### config.mk
export PLATFORM = sky130hd
export DESIGN_NAME = fetch_queue_unit
export DESIGN_NICKNAME = d
export VERILOG_FILES = /design/src/rtl/fetch_pkg.sv /design/src/rtl/fetch_fifo.sv /design/src/rtl/fetch_queue_unit.sv
export SDC_FILE = /design/constraint.sdc
export NUM_CORES = 1
export LEC_CHECK = 0
export ABC_AREA = 1
export BUFFER_PORTS_ARGS = -buffer_cell sky130_fd_sc_hd__buf_2
export CAP_MARGIN = 40
export CORE_MARGIN = 5
export CORE_UTILIZATION = 51
export CTS_BUF_LIST = sky130_fd_sc_hd__clkbuf_4
export DETAILED_ROUTE_END_ITERATION = 7
export GPL_ROUTABILITY_DRIVEN = 1
export GPL_TIMING_DRIVEN = 0
export PLACE_DENSITY = 0.7
export SLEW_MARGIN = 20
export SYNTH_ARGS = -nofsm -noshare
export SYNTH_HDL_FRONTEND = slang
export SYNTH_SLANG_ARGS = --single-unit
export TNS_END_PERCENT = 20
### constraint.sdc
create_clock -name clk -period 3.7 [get_ports clk]
set_input_delay 0.185 -clock clk [delete_from_list [all_inputs] [get_ports clk]]
set_output_delay 0.185 -clock clk [all_outputs]
set_load 0.1 [all_outputs]
### src/rtl/fetch_pkg.sv
// ============================================================================
//  Module   : fetch_pkg
//  Purpose  : Shared defaults and helpers for the fetch queue unit.
//  Revision : 1.0
// ============================================================================
`default_nettype none

package fetch_pkg;

  localparam int DEF_DATA_W   = 16;
  localparam int DEF_ADDR_W   = 16;
  localparam int DEF_DEPTH    = 4;
  localparam int DEF_RESET_PC = 0;
  localparam int PC_STEP      = 1;

  function automatic int clog2(input int value);
    int result = 0;
    while ((1 << result) < value) result++;
    return result;
  endfunction

endpackage

`default_nettype wire

### src/rtl/fetch_fifo.sv
// ============================================================================
//  Module   : fetch_fifo
//  Purpose  : Synchronous FIFO with push/pop/flush and occupancy count.
//  Revision : 1.0
// ============================================================================
`default_nettype none

module fetch_fifo
  import fetch_pkg::*;
#(
  parameter int WIDTH = 8,
  parameter int DEPTH = 4
) (
  input  logic                        clk,
  input  logic                        rst,
  input  logic                        flush_i,
  input  logic                        push_i,
  input  logic [WIDTH-1:0]            data_i,
  input  logic                        pop_i,
  output logic [WIDTH-1:0]            data_o,
  output logic                        full_o,
  output logic                        empty_o,
  output logic [clog2(DEPTH+1)-1:0]   count_o
);

  localparam int                PTR_W    = clog2(DEPTH);
  localparam int                CNT_W    = clog2(DEPTH+1);
  localparam logic [PTR_W-1:0]  LAST_PTR = PTR_W'(DEPTH-1);

  logic [WIDTH-1:0] mem_q [DEPTH];
  logic [PTR_W-1:0] rd_ptr_q, rd_ptr_d;
  logic [PTR_W-1:0] wr_ptr_q, wr_ptr_d;
  logic [CNT_W-1:0] count_q, count_d;
  logic             w_do_push;
  logic             w_do_pop;

  assign empty_o   = (count_q == '0);
  assign full_o    = (count_q == CNT_W'(DEPTH));
  assign count_o   = count_q;
  assign w_do_pop  = pop_i && !empty_o;
  // A push into a full FIFO is accepted only when the head leaves in the same cycle.
  assign w_do_push = push_i && (!full_o || w_do_pop);
  assign data_o    = empty_o ? '0 : mem_q[rd_ptr_q];

  always_comb begin
    rd_ptr_d = rd_ptr_q;
    wr_ptr_d = wr_ptr_q;
    count_d  = count_q;
    if (flush_i) begin
      rd_ptr_d = '0;
      wr_ptr_d = '0;
      count_d  = '0;
    end else begin
      if (w_do_push) wr_ptr_d = (wr_ptr_q == LAST_PTR) ? '0 : wr_ptr_q + PTR_W'(1);
      if (w_do_pop)  rd_ptr_d = (rd_ptr_q == LAST_PTR) ? '0 : rd_ptr_q + PTR_W'(1);
      count_d = count_q + CNT_W'(w_do_push) - CNT_W'(w_do_pop);
    end
  end

  always_ff @(posedge clk) begin
    if (rst) begin
      rd_ptr_q <= '0;
      wr_ptr_q <= '0;
      count_q  <= '0;
    end else begin
      rd_ptr_q <= rd_ptr_d;
      wr_ptr_q <= wr_ptr_d;
      count_q  <= count_d;
    end
  end

  always_ff @(posedge clk) begin
    if (!rst && !flush_i && w_do_push) mem_q[wr_ptr_q] <= data_i;
  end

endmodule

`default_nettype wire

### src/rtl/fetch_queue_unit.sv
// ============================================================================
//  Module   : fetch_queue_unit
//  Purpose  : Credit-limited instruction fetch with prefetch queue and redirect.
//  Revision : 1.0
// ============================================================================
`default_nettype none

module fetch_queue_unit
  import fetch_pkg::*;
#(
  parameter int                DATA_W   = DEF_DATA_W,
  parameter int                ADDR_W   = DEF_ADDR_W,
  parameter int                DEPTH    = DEF_DEPTH,
  parameter logic [ADDR_W-1:0] RESET_PC = ADDR_W'(DEF_RESET_PC)
) (
  input  logic              clk,
  input  logic              rst,
  output logic              mem_req_valid_o,
  input  logic              mem_req_ready_i,
  output logic [ADDR_W-1:0] mem_req_addr_o,
  input  logic              mem_rsp_valid_i,
  input  logic [DATA_W-1:0] mem_rsp_data_i,
  input  logic              redirect_valid_i,
  input  logic [ADDR_W-1:0] redirect_pc_i,
  output logic              out_valid_o,
  input  logic              out_ready_i,
  output logic [DATA_W-1:0] out_ir_o,
  output logic [ADDR_W-1:0] out_pc_o,
  output logic [ADDR_W-1:0] fetch_pc_o
);

  localparam int CNT_W  = clog2(DEPTH+1);
  // Stale responses from several quick redirects can pile up before they return.
  localparam int DROP_W = CNT_W + 2;

  logic [ADDR_W-1:0]        fetch_pc_q, fetch_pc_d;
  logic [DROP_W-1:0]        drop_q, drop_d;
  logic [CNT_W-1:0]         w_outstanding;
  logic [CNT_W-1:0]         w_q_count;
  logic                     w_tag_full, w_tag_empty;
  logic                     w_q_full, w_q_empty;
  logic [ADDR_W-1:0]        w_tag_pc;
  logic [ADDR_W+DATA_W-1:0] w_q_head;
  logic                     w_credit;
  logic                     w_req_fire;
  logic                     w_rsp_keep;
  logic                     w_out_pop;

  assign w_credit        = ({1'b0, w_outstanding} + {1'b0, w_q_count}) < (CNT_W+1)'(DEPTH);
  assign mem_req_valid_o = !rst && !redirect_valid_i && w_credit;
  assign w_req_fire      = mem_req_valid_o && mem_req_ready_i;
  assign w_rsp_keep      = mem_rsp_valid_i && !redirect_valid_i && (drop_q == '0);
  assign w_out_pop       = out_valid_o && out_ready_i;

  assign mem_req_addr_o  = fetch_pc_q;
  assign fetch_pc_o      = fetch_pc_q;
  assign out_valid_o     = !w_q_empty;
  assign {out_pc_o, out_ir_o} = w_q_head;

  always_comb begin
    fetch_pc_d = fetch_pc_q;
    drop_d     = drop_q;
    if (redirect_valid_i) begin
      fetch_pc_d = redirect_pc_i;
      // Everything in flight becomes stale; a response landing now is already one of them.
      drop_d     = drop_q + DROP_W'(w_outstanding) - DROP_W'(mem_rsp_valid_i);
    end else begin
      if (w_req_fire) fetch_pc_d = fetch_pc_q + ADDR_W'(PC_STEP);
      if (mem_rsp_valid_i && (drop_q != '0)) drop_d = drop_q - DROP_W'(1);
    end
  end

  always_ff @(posedge clk) begin
    if (rst) begin
      fetch_pc_q <= RESET_PC;
      drop_q     <= '0;
    end else begin
      fetch_pc_q <= fetch_pc_d;
      drop_q     <= drop_d;
    end
  end

  // Tag FIFO occupancy is the outstanding-request count.
  fetch_fifo #(
    .WIDTH (ADDR_W),
    .DEPTH (DEPTH)
  ) u_tag_fifo (
    .clk     (clk),
    .rst     (rst),
    .flush_i (redirect_valid_i),
    .push_i  (w_req_fire),
    .data_i  (fetch_pc_q),
    .pop_i   (w_rsp_keep),
    .data_o  (w_tag_pc),
    .full_o  (w_tag_full),
    .empty_o (w_tag_empty),
    .count_o (w_outstanding)
  );

  fetch_fifo #(
    .WIDTH (ADDR_W + DATA_W),
    .DEPTH (DEPTH)
  ) u_inst_queue (
    .clk     (clk),
    .rst     (rst),
    .flush_i (redirect_valid_i),
    .push_i  (w_rsp_keep),
    .data_i  ({w_tag_pc, mem_rsp_data_i}),
    .pop_i   (w_out_pop),
    .data_o  (w_q_head),
    .full_o  (w_q_full),
    .empty_o (w_q_empty),
    .count_o (w_q_count)
  );

  a_tag_no_overflow: assert property (@(posedge clk) disable iff (rst)
    !(w_req_fire && w_tag_full && !w_rsp_keep));
  a_queue_no_overflow: assert property (@(posedge clk) disable iff (rst)
    !(w_rsp_keep && w_q_full && !w_out_pop));
  a_rsp_has_tag: assert property (@(posedge clk) disable iff (rst)
    !(w_rsp_keep && w_tag_empty));

endmodule

`default_nettype wire
==> results_dict.tcl <==
set metrics [dict create \
    grt.overflow.total 0 \
    routed_via_density 5.02 \
    worstSetupPathType "reg -> out" \
    finClkSkew_ns 0.0558 \
    fmax_mhz 342 \
    top_layer_used "met4" \
    drtPass1Iterations 5 \
    dieHeight_um 151 \
    fillers 1563 \
    wl_met2_um 11200 \
    drtIter0Drc 374 \
    layout-drive-gt1-share_pct 19.9 \
    cp-start-kind "flip-flop" \
    grt_max_degree 24 \
    antenna_left 0 \
    end_kind "output port" \
    hold_violations 0 \
    post-route-util_pct 63.3 \
    wl_um 22800 \
    yosys-top-cells-area "edfxtp_1 57%, nor2_1 8.7%, dfxtp_1 7.7%" \
    layout.nets 1258 \
    grt_setup_unrepaired "false" \
    critPathMaxFanout 10 \
    wl_met3_um 1450 \
    ios 104 \
    synth-seq-cells 231 \
    max_cap_viol_count 0 \
    period_share_pct 78.9 \
    drv_slew 0 \
    synthCells 978 \
    synthesis.area_mm2 0.0101 \
    cts_setup_buffers 0 \
    cts_resized 0 \
    fin_crit_ns 2.92 \
    initial_core_util_pct 51.9 \
    area_delta_synth_final_pct 21.8 \
    required_ns 3.51 \
    synth_top_area_share_pct 56.8 \
    grt_pass1_vias 7390 \
    wire_per_inst_um 15.2 \
    h-tree-depth 2 \
    powerDensity_mw_per_mm2 483 \
    slew_headroom_pct 60.5 \
    synth.largest_area_cell "edfxtp_1" \
    clock_tree.root_cell "clkbuf_4" \
    hold_buffers 42 \
    dieArea_mm2 0.0228 \
    path_clk_slew_ns 0.07 \
    portBuffers 103 \
    vias 7551 \
    min_path_type "in -> reg" \
    ff_latch_area_mm2 0.00655 \
    cts.sinks 231 \
    ys_warn_count 0 \
    worst_pin_slew_ns 0.593 \
    setup_violations 0 \
    synth_cell_types 30 \
    p_leak_nw 5.04 \
    grt_pass1_wl_um 36000 \
    met1_length_um 9620 \
    antenna_found_initial 1 \
    rows 51 \
    die_x_um 151 \
    cts_tree "built" \
    tns_ns 0 \
    ir_drop_uv 239 \
    clockBufferDepth 3 \
    synthesis.nets 1045 \
    place.gp.congestion 0.877 \
    syn_area_per_cell_um2 10.4 \
    cp.arrival_ns 2.74 \
    core_area_mm2 0.0195 \
    numCtsBuffers 58 \
    post-dp-hpwl_um 14700 \
    insertion_delay_ns 0.70 \
    route.detailed.drc 0 \
    status "completed" \
    grtUsageTotal_pct 20.3 \
    multiInputGateArea_mm2 0.00302 \
    seq_area_frac_synth_pct 64.5 \
]
per-layer routing:
layer / vias to the layer above / GRT usage [%]
li1: 3767 / -
met1: 3471 / 25.0
met2: 265 / 35.3
met3: 48 / 4.34
met4: 0 / 7.16
met5: - / 0
final timing paths:
check / startpoint / end / slack [ns] / cells after the start
hold / removal: mem_req_ready_i / fetch_pc_o[2] / 0.09 / 6
setup reg to reg: u_tag_fifo.count_o[1] / u_tag_fifo.count_o[2] / 1.13 / 11
setup / recovery: flip-flop / out_pc_o[12] / 0.78 / 7
hold reg to reg: drop_q[1] / drop_q[1] / 0.47 / 2
critical path, cell delays in order, from the launching register on:
cell and delay, ns:
dfxtp_1 0.33, clkbuf_1 0.28, inv_1 0.16, clkbuf_1 0.30
nor2_1 0.17, o21ai_0 0.10, a21oi_1 0.23, buf_2 0.47
synth_stat cells:
cell      number
edfxtp_1     192
ha_1          26
nor2_2         3
nand2_1       82
nand3_1       50
nor2_4         1
buf_2          9
xnor2_1        2
xor2_1         8
clkbuf_1      27
buf_6          2
buf_4         17
clkinv_1       1
a21oi_1       65
o21ai_0      114
nand2_2        1
nand2_4        1
nor2_1       234
o21a_1         3
clkinv_2       1
fa_1           3
buf_1          5
nand4_1        5
o211a_1        2
inv_1         77
dfxtp_1       39
o21ai_1        1
nand3b_1       1
nor3_1         2
a21oi_2        4
cell type report:
type                    instances  area share (%)
multi-input cells             608            24.5
well taps                     265            2.68
clock buffers                  83            5.04
inverters                      79            2.41
clock inverters                25            1.06
diodes                          1          0.0202
repair buffers                153            8.80
flip-flops and latches        231            53.0
plain buffers                  60            2.55
cells by family (layout without fill, tap and decap cells):
| logic type | count (synthesis) | count (layout) | synth area share, % |
|---|---|---|---|
| AND/OR/NAND/NOR | 380 | 380 | 15.1 |
| XOR/XNOR | 10 | 10 | 0.864 |
| flip-flops | 231 | 231 | 64.5 |
| AO/OA/AOI/OAI | 189 | 189 | 9.65 |
| adder cells (fa/ha/maj) | 29 | 29 | 3.80 |
| buffers and inverters | 139 | 400 | 6.04 |
| other | 0 | 1 | 0 |
through the flow:
stage	power, mW	hold WS, ns	cells	area [um2]	setup WS (ns)
floorplan	3.69	0.254	978	10100	0.480
global placement	3.86	0.399	1346	11000	-0.422
detailed placement	3.88	0.403	1354	11200	1.12
CTS	6.03	0.0468	1504	12400	0.731
global route	6.25	0.0802	1505	12400	0.508
finish	5.97	0.0945	1505	12400	0.780
flip-flops by register name (all words and copies together) (netlist names), named ones only:
| register | count |
|---|---|
| drop_q | 5 |
| u_inst_queue.mem_q | 128 |
| fetch_pc_o | 16 |
| u_tag_fifo.wr_ptr_q | 2 |
| u_tag_fifo.count_o | 3 |
| u_inst_queue.rd_ptr_q | 2 |
| u_inst_queue.wr_ptr_q | 2 |
| u_inst_queue.count_o | 3 |
| u_tag_fifo.mem_q | 64 |
| u_tag_fifo.rd_ptr_q | 2 |
where the power goes:
group	total (mW)	leakage, nW	internal [mW]	switching, mW
logic	0.950	2.51	0.227	0.724
clock network	2.11	0.442	1.11	0.997
registers	2.92	2.08	2.86	0.0561
total	5.97	5.04	4.20	1.78
placed cells by master, fill, tap and decap left out, drive strengths merged:
master and instances:
dlygate4sd3 42, nor3 2, diode 1, xor2 8, nand2 84, a21oi 69, nand3 50, dfxtp 39
o211a 2, clkinvlp 1, inv 78, nand4 5, xnor2 2, ha 26, bufinv 1, fa 3
o21a 3, buf 144, edfxtp 192, clkbuf 110, clkinv 24, nor2 238, o21ai 115, nand3b 1
No activity file was read; power rests on OpenSTA's default activity.
